### src/rtl/clock_set_ctrl_pkg.sv
// Shared mode encodings and counter sizing for the clock set controller.
package clock_ctrl_pkg;

   localparam int MODE_W = 2;

   localparam logic [MODE_W-1:0] MODE_RUN   = 2'd0;
   localparam logic [MODE_W-1:0] MODE_SET_H = 2'd1;
   localparam logic [MODE_W-1:0] MODE_SET_M = 2'd2;

   typedef enum logic [MODE_W-1:0] {
      ST_RUN   = MODE_RUN,
      ST_SET_H = MODE_SET_H,
      ST_SET_M = MODE_SET_M
   } state_e;

   // Bits needed to hold 0..max_val inclusive.
   function automatic int ctr_w(input int max_val);
      return (max_val < 1) ? 1 : $clog2(max_val + 1);
   endfunction

endpackage

### src/rtl/clock_set_ctrl_if.sv
// Button/tick inputs and command outputs between the debouncers, this controller and the time counters.
interface clock_set_ctrl_if;
   import clock_ctrl_pkg::*;

   logic              tick_i;
   logic              btn_mode_i;
   logic              btn_inc_i;
   logic              run_en_o;
   logic              inc_h_o;
   logic              inc_m_o;
   logic              clr_s_o;
   logic [MODE_W-1:0] mode_o;
   logic              blink_o;

   modport master (
      output tick_i, btn_mode_i, btn_inc_i,
      input  run_en_o, inc_h_o, inc_m_o, clr_s_o, mode_o, blink_o
   );

   modport slave (
      input  tick_i, btn_mode_i, btn_inc_i,
      output run_en_o, inc_h_o, inc_m_o, clr_s_o, mode_o, blink_o
   );

endinterface

### src/rtl/clock_set_ctrl_btn_repeat.sv
// Rising-edge detector with hold-to-repeat: one pulse on the press, then after
// REPEAT_DELAY cycles held, one every REPEAT_RATE cycles. Pulse is combinational.
module btn_repeat #(
   parameter int REPEAT_DELAY = 500,
   parameter int REPEAT_RATE  = 100
) (
   input  logic clk_main,
   input  logic rst_i,
   input  logic level,
   input  logic enable,
   input  logic flush,
   output logic pulse
);
   import clock_ctrl_pkg::*;

   localparam int CW = ctr_w((REPEAT_DELAY > REPEAT_RATE) ? REPEAT_DELAY : REPEAT_RATE);
   localparam logic [CW-1:0] DLY_LAST  = CW'(REPEAT_DELAY - 1);
   localparam logic [CW-1:0] RATE_LAST = CW'(REPEAT_RATE - 1);

   logic          prev_q, armed_q, rate_q;
   logic [CW-1:0] cnt_q;
   logic          rise, live, hit;

   assign rise  = level & ~prev_q;
   assign live  = enable & ~flush & level;
   assign hit   = armed_q & (cnt_q == (rate_q ? RATE_LAST : DLY_LAST));
   assign pulse = live & (rise | hit);

   // Only a rise seen while live arms the repeater, so a press carried across a
   // flush or a disabled period never repeats until it is pressed again.
   always_ff @(posedge clk_main or posedge rst_i) begin
      if (rst_i) begin
         prev_q  <= 1'b1;
         armed_q <= 1'b0;
         rate_q  <= 1'b0;
         cnt_q   <= '0;
      end else begin
         prev_q <= level;
         if (!live) begin
            armed_q <= 1'b0;
            rate_q  <= 1'b0;
            cnt_q   <= '0;
         end else if (rise) begin
            armed_q <= 1'b1;
            rate_q  <= 1'b0;
            cnt_q   <= '0;
         end else if (hit) begin
            rate_q <= 1'b1;
            cnt_q  <= '0;
         end else if (armed_q) begin
            cnt_q <= cnt_q + 1'b1;
         end
      end
   end

endmodule

### src/rtl/clock_set_ctrl.sv
// RUN / SET_H / SET_M controller driving the time counters and display blink.
// Define SET_TIMEOUT_EN to return to RUN after TIMEOUT_S idle ticks in a set mode.
module clock_set_ctrl #(
   parameter int REPEAT_DELAY = 500,
   parameter int REPEAT_RATE  = 100,
   parameter int BLINK_HALF   = 250,
   parameter int TIMEOUT_S    = 10
) (
   input  logic              clk_main,
   input  logic              rst_i,
   clock_set_ctrl_if.slave   bus
);
   import clock_ctrl_pkg::*;

   localparam int BW = ctr_w(BLINK_HALF);
   localparam logic [BW-1:0] BLINK_LAST = BW'(BLINK_HALF - 1);

   state_e        state_q, state_d;
   logic          mode_prev, mode_rise, set_mode, inc_pulse, timeout;
   logic          run_en_q, inc_h_q, inc_m_q, clr_s_q, blink_q;
   logic          inc_h_d, inc_m_d, clr_s_d, blink_d;
   logic [BW-1:0] blink_cnt_q, blink_cnt_d;

   assign mode_rise = bus.btn_mode_i & ~mode_prev;
   assign set_mode  = (state_q == ST_SET_H) || (state_q == ST_SET_M);

   // A MODE press in the same cycle flushes INC so the mode change always wins.
   btn_repeat #(
      .REPEAT_DELAY (REPEAT_DELAY),
      .REPEAT_RATE  (REPEAT_RATE)
   ) u_inc_rpt (
      .clk_main (clk_main),
      .rst_i    (rst_i),
      .level    (bus.btn_inc_i),
      .enable   (set_mode),
      .flush    (mode_rise),
      .pulse    (inc_pulse)
   );

`ifdef SET_TIMEOUT_EN
   localparam int IW = ctr_w(TIMEOUT_S);
   localparam logic [IW-1:0] IDLE_LAST = IW'(TIMEOUT_S - 1);
   logic [IW-1:0] idle_q;

   assign timeout = set_mode & ~mode_rise & ~inc_pulse & bus.tick_i & (idle_q == IDLE_LAST);

   always_ff @(posedge clk_main or posedge rst_i) begin
      if (rst_i)                                             idle_q <= '0;
      else if (!set_mode || mode_rise || inc_pulse || timeout) idle_q <= '0;
      else if (bus.tick_i)                                   idle_q <= idle_q + 1'b1;
   end
`else
   logic unused_cfg;
   assign unused_cfg = ^{bus.tick_i, 32'(TIMEOUT_S)};
   assign timeout    = 1'b0;
`endif

   always_comb begin
      state_d = state_q;
      clr_s_d = 1'b0;
      case (state_q)
         ST_RUN: begin
            if (mode_rise) begin
               state_d = ST_SET_H;
               clr_s_d = 1'b1;
            end
         end
         ST_SET_H: begin
            if (mode_rise)    state_d = ST_SET_M;
            else if (timeout) state_d = ST_RUN;
         end
         ST_SET_M: begin
            if (mode_rise || timeout) state_d = ST_RUN;
         end
         default: state_d = ST_RUN;
      endcase

      inc_h_d = inc_pulse & (state_q == ST_SET_H);
      inc_m_d = inc_pulse & (state_q == ST_SET_M);

      // Entering a set mode or bumping a digit shows the field solid before blinking.
      blink_d     = blink_q;
      blink_cnt_d = blink_cnt_q + 1'b1;
      if (state_d == ST_RUN || state_d != state_q || inc_pulse) begin
         blink_d     = 1'b1;
         blink_cnt_d = '0;
      end else if (blink_cnt_q == BLINK_LAST) begin
         blink_d     = ~blink_q;
         blink_cnt_d = '0;
      end
   end

   always_ff @(posedge clk_main or posedge rst_i) begin
      if (rst_i) begin
         state_q     <= ST_RUN;
         mode_prev   <= 1'b1;
         run_en_q    <= 1'b1;
         inc_h_q     <= 1'b0;
         inc_m_q     <= 1'b0;
         clr_s_q     <= 1'b0;
         blink_q     <= 1'b1;
         blink_cnt_q <= '0;
      end else begin
         state_q     <= state_d;
         mode_prev   <= bus.btn_mode_i;
         run_en_q    <= (state_d == ST_RUN);
         inc_h_q     <= inc_h_d;
         inc_m_q     <= inc_m_d;
         clr_s_q     <= clr_s_d;
         blink_q     <= blink_d;
         blink_cnt_q <= blink_cnt_d;
      end
   end

   assign bus.mode_o   = state_q;
   assign bus.run_en_o = run_en_q;
   assign bus.inc_h_o  = inc_h_q;
   assign bus.inc_m_o  = inc_m_q;
   assign bus.clr_s_o  = clr_s_q;
   assign bus.blink_o  = blink_q;

endmodule

### src/flat_wrapper.sv
// flat-port wrapper written by rule: the top's interface ports become plain ports
module clock_set_ctrl_flat import clock_ctrl_pkg::*;
#(
   parameter int REPEAT_DELAY = 500,
   parameter int REPEAT_RATE  = 100,
   parameter int BLINK_HALF   = 250,
   parameter int TIMEOUT_S    = 10
)
  (clk_main, rst_i, bus_tick_i, bus_btn_mode_i, bus_btn_inc_i, bus_run_en_o, bus_inc_h_o, bus_inc_m_o, bus_clr_s_o, bus_mode_o, bus_blink_o);
  clock_set_ctrl_if bus_i ();
  input  logic clk_main;
  input  logic rst_i;
  input wire logic [$bits(bus_i.tick_i)-1:0] bus_tick_i;
  input wire logic [$bits(bus_i.btn_mode_i)-1:0] bus_btn_mode_i;
  input wire logic [$bits(bus_i.btn_inc_i)-1:0] bus_btn_inc_i;
  output wire logic [$bits(bus_i.run_en_o)-1:0] bus_run_en_o;
  output wire logic [$bits(bus_i.inc_h_o)-1:0] bus_inc_h_o;
  output wire logic [$bits(bus_i.inc_m_o)-1:0] bus_inc_m_o;
  output wire logic [$bits(bus_i.clr_s_o)-1:0] bus_clr_s_o;
  output wire logic [$bits(bus_i.mode_o)-1:0] bus_mode_o;
  output wire logic [$bits(bus_i.blink_o)-1:0] bus_blink_o;
  assign bus_i.tick_i = bus_tick_i;
  assign bus_i.btn_mode_i = bus_btn_mode_i;
  assign bus_i.btn_inc_i = bus_btn_inc_i;
  assign bus_run_en_o = bus_i.run_en_o;
  assign bus_inc_h_o = bus_i.inc_h_o;
  assign bus_inc_m_o = bus_i.inc_m_o;
  assign bus_clr_s_o = bus_i.clr_s_o;
  assign bus_mode_o = bus_i.mode_o;
  assign bus_blink_o = bus_i.blink_o;
  clock_set_ctrl #(.REPEAT_DELAY(REPEAT_DELAY), .REPEAT_RATE(REPEAT_RATE), .BLINK_HALF(BLINK_HALF), .TIMEOUT_S(TIMEOUT_S)) u_core (.clk_main(clk_main), .rst_i(rst_i), .bus(bus_i));
endmodule
### config.mk
export PLATFORM = sky130hd
export DESIGN_NAME = clock_set_ctrl_flat
export DESIGN_NICKNAME = d
export VERILOG_FILES = /design/src/rtl/clock_set_ctrl_pkg.sv /design/src/rtl/clock_set_ctrl_if.sv /design/src/rtl/clock_set_ctrl_btn_repeat.sv /design/src/rtl/clock_set_ctrl.sv /design/src/flat_wrapper.sv
export SDC_FILE = /design/constraint.sdc
export NUM_CORES = 1
export LEC_CHECK = 0
export CORE_MARGIN = 3
export CORE_UTILIZATION = 40
export CTS_BUF_LIST = sky130_fd_sc_hd__clkbuf_4
export DETAILED_ROUTE_END_ITERATION = 12
export SLEW_MARGIN = 20
export SYNTH_ARGS = -nofsm -noshare
export SYNTH_HDL_FRONTEND = slang
export SYNTH_SLANG_ARGS = --single-unit
### constraint.sdc
create_clock -name clk_main -period 2.55 [get_ports clk_main]
set_clock_uncertainty 0.2 [all_clocks]
set_input_delay 0.51 -clock clk_main [delete_from_list [all_inputs] [get_ports clk_main]]
set_output_delay 0.51 -clock clk_main [all_outputs]
set_load 0.02 [all_outputs]
==> key figures <==
Global route
  – Initial antenna violation count: 0
  – Vias in the first global route: 1116
  – Total GRT Usage: 13.8%
  – Largest net degree at the start of global routing: 29
  – Total grt overflow: 0
  – First-pass GRT wire length: 4770 um

Floorplanning
  – Top Ports: 12
  – Initial Util: 43.9%
  – Die area: 4270 um^2
  – Core box area: 3200 um^2
  – FP Rows: 20
  – Die Y-Extent: 65.3 um
  – Die width: 65.3 um

Worst setup path
  – Crit. End Element: flop
  – Worst reg-to-reg path cell count: 4
  – Startpoint types: flop
  – Worst R2R End: u_core.blink_cnt_q[3]
  – Reg-to-reg startpoint: u_core.u_inc_rpt.cnt_q[4]
  – Critical Path Max Stage Delay: 0.54 ns
  – Crit path DAT: 2.28 ns
  – Kind of critical path: reg2reg
  – Critical path's slowest cell: or4b_1
  – Worst Path Max Fanout: 9
  – WP data required: 2.55 ns
  – Worst path cell trace: or4b_1, a2111o_1, o211ai_4, nor3_1
  – R2R Setup Slk: 0.27 ns

Power and ir drop
  – VDD IR max: 0.000353 V
  – Leak pwr: 0.650 nW
  – Total power: 1.03 mW
  – PwrDens: 639 nW/um^2

Layout
  – Fill count: 326
  – Area delta synth->final: 14.8%
  – Nets@finish: 169
  – Share of layout cells above drive strength 1: 8.33%
  – Ant. Diodes: 0

Timing
  – Relative slew slack: 57.1%
  – Setup TNS: 0 ns
  – RSZ-0062 raised after global routing: false
  – Final Max Tran Viols: 0
  – Slew @ Worst Pin: 0.633 ns
  – Period Utilization, post-route: 89.4%
  – Peak Freq: 0.439 GHz
  – Fin crit period: 2.28 ns
  – Final hold viol count: 0
  – Final Setup Violations: 0

Drt
  – WL/cell: 12.9 um
  – Drt first pass iters: 4
  – DR vias: 1071
  – Drt total wl: 2570 um
  – DR iter-0 viols: 38
  – # DRC: 0
  – Final ANT Viol Nets: 0
  – Via density: 5.36

Placement
  – Dpl hpwl: 1920 um
  – GPL Wtd Cong: 0.801
  – Port Buffer Count: 10

Synth
  – Top-area cell type share of the netlist area: 42.7%
  – Synth Warn #: 0
  – #FFs+latches synth: 28
  – Synth unique cells: 35
  – Syn Area/Cell: 10.1 um^2
  – Post-Syn Area: 1410 um^2
  – Top post-synthesis cells by area: dfrtp_1 43%, dfstp_2 7.5%, ha_1 6.2%
  – Syn_nets: 151
  – Yosys top cell by area: dfrtp_1
  – Register area share after synthesis: 50.1%
  – Post-Syn Instances: 139

Run status
  – Status: completed

Clock tree
  – CTS tree: done
  – Clock Sinks: 28
  – Total CTS buffers: 3
  – Clock Latency Late Sink: 0.32 ns
  – H-tree depth: 1
  – Reg clk slew, reported paths: 0.15 ns
  – CTS Root Buffer Type: clkbuf_4
  – Post-CTS Resized: 0
  – Postcts setup bufs: 0
  – Clk buf depth: 2
  – Cts hold-fix bufs: 0

Flow run
  – Max_cap viols: 0

Min path
  – Hold Crit Class: in2async
cells by family after synthesis:
family,count (synthesis),synth area share [%]
buffers and inverters,7,1.87
adder cells (fa/ha/maj),7,6.22
AO/OA/AOI/OAI,22,11.7
flip-flops,28,50.1
AND/OR/NAND/NOR,65,23.8
XOR/XNOR,10,6.22
worst max-delay path, delay by kind of cell (launching register included):
kind	cells	cell delay, ns
AOI/OAI and AO/OA	2	0.85
and+or+nand+nor	2	0.64
DFF	1	0.48
cell usage in the layout (no fill, tap or decap), drive strengths merged, types with 5 or more instances in the layout:
cell           Yosys  final
dfrtp             24     24
inv                6      6
nor3              12     12
a21oi              5      5
nand2b             6      6
clkdlybuf4s50      0     10
ha                 7      7
xnor2              6      6
nor2              10     10
nand3              5      5
nand2             15     15
per-stage QoR:
stage / util (%) / area [um^2] / hold WS (ns) / setup WS, ns / instances
floorplan: - / 1410 / 0.271 / 0.459 / 139
global placement: 49.6 / 1590 / 0.292 / 0.242 / 196
detailed placement: 49.6 / 1590 / 0.312 / 0.161 / 196
CTS: 50.4 / 1620 / 0.327 / 0.271 / 200
global route: 50.4 / 1620 / 0.342 / 0.128 / 200
finish: 50.4 / 1620 / 0.333 / 0.270 / 200
Yosys cell counts:
library cell	instances
a311oi_1	1
dfstp_2	4
nor2b_1	1
and2_1	4
o31ai_1	3
inv_1	6
or4_1	1
or3_1	2
a21boi_0	1
nand3_1	5
a2111o_1	1
o311ai_1	1
nand3b_1	2
nor2_1	10
dfrtp_1	24
nand2_1	15
and3_1	1
o211ai_4	1
o21a_1	1
a21oi_1	5
nor3_1	12
xor2_1	4
nand4b_1	1
o21ai_0	2
a41oi_1	2
nand4_1	1
clkbuf_1	1
nand2b_1	6
or2_2	1
ha_1	7
or4b_1	1
a31oi_1	1
o22ai_1	3
nor3b_1	2
xnor2_1	6
flip-flops by register name, summed over array words and instances (netlist names):
register	flops
u_core.blink_cnt_q	8
u_core.bus.blink_o	1
u_core.bus.clr_s_o	1
u_core.bus.inc_h_o	1
u_core.bus.inc_m_o	1
u_core.bus.mode_o	2
u_core.bus.run_en_o	1
u_core.mode_prev	1
u_core.u_inc_rpt.armed_q	1
u_core.u_inc_rpt.cnt_q	9
u_core.u_inc_rpt.prev_q	1
u_core.u_inc_rpt.rate_q	1
routing by layer:
layer	up-vias	GRT usage (%)	wire length [um]
li1	523	-	-
met4	0	3.37	13
met1	533	18.4	1260
met2	13	23.4	1260
met3	2	2.22	48
met5	-	0	0
worst max path at each step:
stage	start	endpoint	cells past startpoint
global placement	bus_btn_mode_i	u_core.blink_cnt_q[3]	5
finish	u_core.u_inc_rpt.cnt_q[4]	u_core.blink_cnt_q[3]	4
detailed placement	bus_btn_mode_i	u_core.blink_cnt_q[3]	5
global route	u_core.bus.mode_o[0]	u_core.u_inc_rpt.cnt_q[6]	6
CTS	u_core.u_inc_rpt.cnt_q[4]	u_core.blink_cnt_q[3]	4
floorplan	u_core.bus.mode_o[0]	u_core.blink_cnt_q[2]	6
power breakdown:
group / switching (mW) / total [mW] / leakage [nW] / internal, mW
registers: 0.0386 / 0.524 / 0.374 / 0.486
logic: 0.192 / 0.327 / 0.260 / 0.136
clock network: 0.123 / 0.180 / 0.0154 / 0.0572
total: 0.353 / 1.03 / 0.650 / 0.679
cell type report:
class                      count  area (um^2)  share of cell area [%]
clock buffer                   3         22.5                    1.39
clock inverter                 1         3.75                   0.232
inverter                       6         22.5                    1.39
multi-input combinational    104          676                    41.8
sequential                    28          706                    43.7
tap                           44         55.1                    3.41
timing repair buffer          14          130                    8.06
No activity file was read; power rests on OpenSTA's default activity.
